**config.mk**
```make
export PLATFORM = sky130hd
export DESIGN_NAME = instr_encoder
export DESIGN_NICKNAME = d
export VERILOG_FILES = /design/src/rtl/instr_encoder.sv
export SDC_FILE = /design/constraint.sdc
export NUM_CORES = 1
export LEC_CHECK = 0
export CAP_MARGIN = 20
export CORE_ASPECT_RATIO = 1.75
export CORE_UTILIZATION = 36
export CTS_CLUSTER_DIAMETER = 150
export DETAILED_ROUTE_END_ITERATION = 7
export GPL_TIMING_DRIVEN = 1
export PLACE_DENSITY = 0.7
export SLEW_MARGIN = 20
export SYNTH_ARGS = -nofsm -noshare
export SYNTH_HDL_FRONTEND = slang
export SYNTH_SLANG_ARGS = --single-unit
```
**constraint.sdc**
```tcl
create_clock -name clk -period 1.8 [get_ports clk]
set_clock_uncertainty 0.15 [all_clocks]
set_input_delay 0.36 -clock clk [delete_from_list [all_inputs] [get_ports clk]]
set_output_delay 0.36 -clock clk [all_outputs]
set_load 0.05 [all_outputs]
```
**src/rtl/instr_encoder.sv**
```systemverilog
// RV32I field packer: encodes opcode/register/immediate fields into a 32-bit instruction word
// behind a valid/ready interface with a registered output stage and a one-entry skid buffer.
module instr_encoder #(
  parameter int CNT_W         = 16,
  parameter bit ERR_ZERO_WORD = 1'b0
) (
  input  logic             clk,
  input  logic             rst_n,
  input  logic             in_valid,
  output logic             in_ready,
  input  logic [2:0]       fmt,
  input  logic [6:0]       opcode,
  input  logic [4:0]       rd,
  input  logic [2:0]       funct3,
  input  logic [4:0]       rs1,
  input  logic [4:0]       rs2,
  input  logic [6:0]       funct7,
  input  logic [31:0]      imm,
  output logic             out_valid,
  input  logic             out_ready,
  output logic [31:0]      out_instr,
  output logic             out_err,
  output logic [CNT_W-1:0] enc_count
);

  // An immediate fits an N-bit signed field when all bits above N-1 equal the sign bit.
  function automatic logic fits_signed12(input logic [31:0] v);
    return (&v[31:11]) | ~(|v[31:11]);
  endfunction

  function automatic logic fits_signed13(input logic [31:0] v);
    return (&v[31:12]) | ~(|v[31:12]);
  endfunction

  function automatic logic fits_signed21(input logic [31:0] v);
    return (&v[31:20]) | ~(|v[31:20]);
  endfunction

  logic [31:0]      enc_word_s;
  logic [31:0]      enc_raw_s;
  logic             enc_err_s;

  logic             main_valid_r, main_valid_n;
  logic [31:0]      main_instr_r, main_instr_n;
  logic             main_err_r,   main_err_n;
  logic             skid_valid_r, skid_valid_n;
  logic [31:0]      skid_instr_r, skid_instr_n;
  logic             skid_err_r,   skid_err_n;
  logic             ready_r,      ready_n;
  logic [CNT_W-1:0] count_r,      count_n;
  logic             accept_s;
  logic             pop_s;

  // Field packing and range checking for the bundle currently on the input.
  always_comb begin
    enc_raw_s = 32'h0000_0000;
    enc_err_s = 1'b0;
    case (fmt)
      3'd0: begin
        enc_raw_s = {funct7, rs2, rs1, funct3, rd, opcode};
        enc_err_s = 1'b0;
      end
      3'd1: begin
        enc_raw_s = {imm[11:0], rs1, funct3, rd, opcode};
        enc_err_s = ~fits_signed12(imm);
      end
      3'd2: begin
        enc_raw_s = {imm[11:5], rs2, rs1, funct3, imm[4:0], opcode};
        enc_err_s = ~fits_signed12(imm);
      end
      3'd3: begin
        enc_raw_s = {imm[12], imm[10:5], rs2, rs1, funct3, imm[4:1], imm[11], opcode};
        enc_err_s = ~fits_signed13(imm) | imm[0];
      end
      3'd4: begin
        enc_raw_s = {imm[31:12], rd, opcode};
        enc_err_s = (imm[11:0] != 12'h000);
      end
      3'd5: begin
        enc_raw_s = {imm[20], imm[10:1], imm[11], imm[19:12], rd, opcode};
        enc_err_s = ~fits_signed21(imm) | imm[0];
      end
      default: begin
        enc_raw_s = 32'h0000_0000;
        enc_err_s = 1'b1;
      end
    endcase
  end

  // Optional zeroing of words flagged as erroneous.
  always_comb begin
    if (ERR_ZERO_WORD && enc_err_s) begin
      enc_word_s = 32'h0000_0000;
    end else begin
      enc_word_s = enc_raw_s;
    end
  end

  assign accept_s = in_valid & ready_r;
  assign pop_s    = main_valid_r & out_ready;

  // Next-state for the output register, skid entry, ready flag and handoff counter.
  always_comb begin
    main_valid_n = main_valid_r;
    main_instr_n = main_instr_r;
    main_err_n   = main_err_r;
    skid_valid_n = skid_valid_r;
    skid_instr_n = skid_instr_r;
    skid_err_n   = skid_err_r;
    if (!main_valid_r || pop_s) begin
      // Output slot frees up: the skid entry is older than any new bundle, so it goes first.
      if (skid_valid_r) begin
        main_valid_n = 1'b1;
        main_instr_n = skid_instr_r;
        main_err_n   = skid_err_r;
        skid_valid_n = 1'b0;
      end else if (accept_s) begin
        main_valid_n = 1'b1;
        main_instr_n = enc_word_s;
        main_err_n   = enc_err_s;
      end else begin
        main_valid_n = 1'b0;
      end
    end else begin
      if (accept_s) begin
        skid_valid_n = 1'b1;
        skid_instr_n = enc_word_s;
        skid_err_n   = enc_err_s;
      end else begin
        skid_valid_n = skid_valid_r;
      end
    end
    ready_n = ~skid_valid_n;
    if (pop_s) begin
      count_n = count_r + {{(CNT_W-1){1'b0}}, 1'b1};
    end else begin
      count_n = count_r;
    end
  end

  // State registers; reset empties both entries and holds in_ready low.
  always_ff @(posedge clk or negedge rst_n) begin
    if (!rst_n) begin
      main_valid_r <= 1'b0;
      main_instr_r <= 32'h0000_0000;
      main_err_r   <= 1'b0;
      skid_valid_r <= 1'b0;
      skid_instr_r <= 32'h0000_0000;
      skid_err_r   <= 1'b0;
      ready_r      <= 1'b0;
      count_r      <= {CNT_W{1'b0}};
    end else begin
      main_valid_r <= main_valid_n;
      main_instr_r <= main_instr_n;
      main_err_r   <= main_err_n;
      skid_valid_r <= skid_valid_n;
      skid_instr_r <= skid_instr_n;
      skid_err_r   <= skid_err_n;
      ready_r      <= ready_n;
      count_r      <= count_n;
    end
  end

  assign in_ready  = ready_r;
  assign out_valid = main_valid_r;
  assign out_instr = main_instr_r;
  assign out_err   = main_err_r;
  assign enc_count = count_r;

endmodule

```
==> run_results.csv <==
group,metric,value,unit
placed_design,io_buffers,121,
synthesis,synth-seq-cells,85,
finish,area_growth,59.38,%
synthesis,synth-edff-count,0,
synthesis,syn-mean-instance-area,9.424,um2
timing,setup_violations,0,
clock_tree,numCtsBuffers,9,
run,max_cap_violations,0,
clock_tree,clk_pin_slew,0.07,ns
worst_setup_path,worstPathRequired,1.86,ns
floorplanning,num_io_pins,122,
worst_setup_path,crit_path_max_incr_delay,0.59,ns
timing,rsz0062_at_grt,"false",
timing,hold_viol_final,0,
routing,drt_pass1_iterations,6,
routing,detail-route-antenna-nets,0,
timing,fmax,587.0,MHz
worst_setup_path,slowest_stage,"or4_4",
floorplanning,fp.dieW,84.14,um
floorplanning,core_area,11520,um2
clock_tree,numClockSinks,85,
floorplanning,fp.dieArea,12260,um2
clock_tree,clockRootBuffer,"clkbuf_16",
global_routing,overflow,0,
routing,drtIter0Drc,220,
synthesis,synth_top_area_share,50.04,%
clock_tree,clock_path_buffers,2,
global_routing,grt_pass1_wl,19040,um
floorplanning,num_rows,52,
synthesis,synthesis.instances,451,
power_and_ir_drop,leakage,3.129,nW
global_routing,grt_usage,19.64,%
finish,fillCellCount,938,
synthesis,synth.area.top_cells,"dfrtp_1 (50%), o21ai_0 (7.8%), nand2_1 (7.2%)",
status,status,"complete, but fails checks",
min_path,min_delay_path_depth,2,
worst_setup_path,path_depth,6,
worst_setup_path,cp.arrival,1.77,ns
synthesis,yosysUniqueCellTypes,40,
synthesis,yosys_most_used_dff,"dfrtp_1",
global_routing,antenna_found_initial,0,
global_routing,grt_max_degree,61,
timing,slew_violations,0,
floorplanning,die_h,145.7,um
synthesis,synth_top_area_cell,"dfrtp_1",
routing,via_count,3973,
timing,relSlewSlack,69.33,%
clock_tree,h-tree-depth,3,
clock_tree,insertion_delay,0.33,ns
power_and_ir_drop,vdd_ir_drop_max,0.0005372,V
synthesis,synth-async-reset-ratio,100.0,%
clock_tree,cts_tree,"yes",
min_path,hold_path_class,"flip-flop to flip-flop",
finish,drive_above_1_share,28.71,%
timing,post-route-period-util,94.64,%
finish,final_util,58.82,%
worst_setup_path,crit_chain,"dlygate4sd2_1, or4_4, o21ai_2, a21oi_2, a211oi_2, a21oi_1",
routing,avgViaCountPerCell,5.262,
power_and_ir_drop,power.density,1156,nW/um2
worst_setup_path,cp_num_buf_inv,1,
worst_setup_path,cp-start-kind,"input pin",
synthesis,yosysSeqAreaShare,50.04,%
global_routing,grt_pass1_vias,4004,
worst_setup_path,crit_path_max_fanout,2,
worst_setup_path,critPathTopFamily,"simple AND/OR/NAND/NOR gates",
worst_setup_path,crit_path_end_kind,"flip-flop",
synthesis,ys_warn_count,0,
timing,worst_pin_slew,0.4600,ns
floorplanning,start_util,36.91,%
status,violations,"design-rule violations",
finish,layout.nets,687,
placed_design,dp_hpwl,9167,um
synthesis,syn_nets,523,
finish,antenna_cells,0,
routing,wl_per_cell,15.68,um
finish,final_area,6774,um2
worst_setup_path,critical_path_class,"input pin to flip-flop",
worst_setup_path,r2r_cells,5,
timing,fin_crit,1.704,ns
placed_design,gp_congestion,0.9121,
placed_design,placed_cell_area,6247,um2
routing,routed_wl,11840,um
synthesis,syn_area,4250,um2
routing,drc,18,
final cells by class:
class	count	area (um2)	share of cell area, %
sequential	85	2137	31.55
timing repair buffer	182	2051	30.27
clock inverter	6	93.84	1.385
clock buffer	10	239.0	3.528
multi-input combinational	335	2077	30.66
tap	135	168.9	2.494
inverter	2	7.507	0.1108
cell usage in the layout, fill, tap and decap left out, types with 3 or more instances in the layout:
cell type	instances
mux2_2	14
dlygate4sd2_1	6
buf_4	73
dfrtp_1	77
a21oi_2	3
a22o_1	11
buf_12	37
clkbuf_16	10
a31oi_1	3
nand2_1	81
xnor2_1	13
nor4_2	4
o21ai_0	64
a22oi_2	6
clkdlybuf4s50_1	47
mux2i_1	18
a22oi_1	3
nor2_1	25
dlymetal6s2s_1	15
nor2b_1	8
nand3_1	5
nor2b_4	3
nand4_1	12
dfrtp_2	8
xor2_1	3
a21oi_1	32
worst register-to-register path, stage by stage, from the launching register on:
cell and delay, ns:
dfrtp_2 0.43, nand4_1 0.24, nor3_1 0.31, buf_4 0.17, nand3_1 0.09, xnor2_1 0.14
kinds of logic after synthesis:
group / synth area share, %
buffers and inverters: 4.150
AOI/OAI and AO/OA: 17.55
muxes: 7.948
adders and majority gates: 0.2943
DFF: 50.04
xor gates and xnor gates: 3.297
and+or+nand+nor: 16.72
metrics by stage:
step	setup TNS [ns]	hold WS, ns	instances	total power, mW	setup WS [ns]
4_1_cts	-0.03693	0.3344	753	7.872	-0.03693
3_5_place_dp	-23.58	0.1895	736	5.813	-0.6027
2_1_floorplan	0	-0.08559	451	4.311	0.01724
5_1_grt	0	0.3541	755	8.177	0.01363
6_report	0	0.3312	755	7.828	0.09644
3_3_place_gp	-20.55	0.1824	736	5.729	-0.5758
where the power goes:
group | leakage [nW] | internal (mW) | switching, mW
Sequential | 1.08 | 2.38 | 0.400
Combinational | 1.89 | 1.34 | 1.67
Clock | 0.160 | 1.27 | 0.770
Total | 3.13 | 4.98 | 2.85
path summary, 6_finish.rpt:
path                                  start               end  slack, ns
max                                 imm[15]           out_err        0.1
min                        skid_instr_r[15]  skid_instr_r[15]       0.33
max reg2reg                    enc_count[2]     enc_count[12]       0.15
min reg2reg                skid_instr_r[15]  skid_instr_r[15]       0.33
max in group asynchronous             rst_n   skid_instr_r[8]       0.56
min in group asynchronous             rst_n     enc_count[10]       0.36
synth_stat cells (2+ instances only):
library cell and n:
dfrtp_1 85, nand2_1 82, o21ai_0 66, a21oi_1 35, nor2_1 25, mux2i_1 18, mux2_2 14, xnor2_1 13
nand4_1 12, a22o_1 11, nor2b_1 10, a22oi_1 9, buf_2 9, clkbuf_1 9, nand3_1 6, nor4_1 6
buf_6 5, nor3_1 4, a31oi_1 3, buf_1 3, buf_4 3, xor2_1 3, nand2b_1 2, nand3b_1 2
per-layer routing:
layer  share of wire [%]  global-route usage (%)
met4                 3.7                   10.95
met3                 4.3                   2.893
met5                   0                       0
met2                  54                   36.11
met1                  38                   21.18
state kept, by name (all words and copies together) (netlist names):
| register | count |
|---|---|
| in_ready | 1 |
| out_err | 1 |
| out_instr | 32 |
| out_valid | 1 |
| enc_count | 16 |
| skid_err_r | 1 |
| skid_instr_r | 32 |
| skid_valid_r | 1 |
what timing repair did:
item | 4_1_cts | 5_1_grt
pin swaps | 4 | 15
setup endpoints to repair | 36 | 29
resized for setup | 18 | 34
hold buffers | 1 | 0
cloned | 0 | 1
hold endpoints to repair | 29 | 0
setup buffers | 0 | 1
No activity file was read; power rests on OpenSTA's default activity.
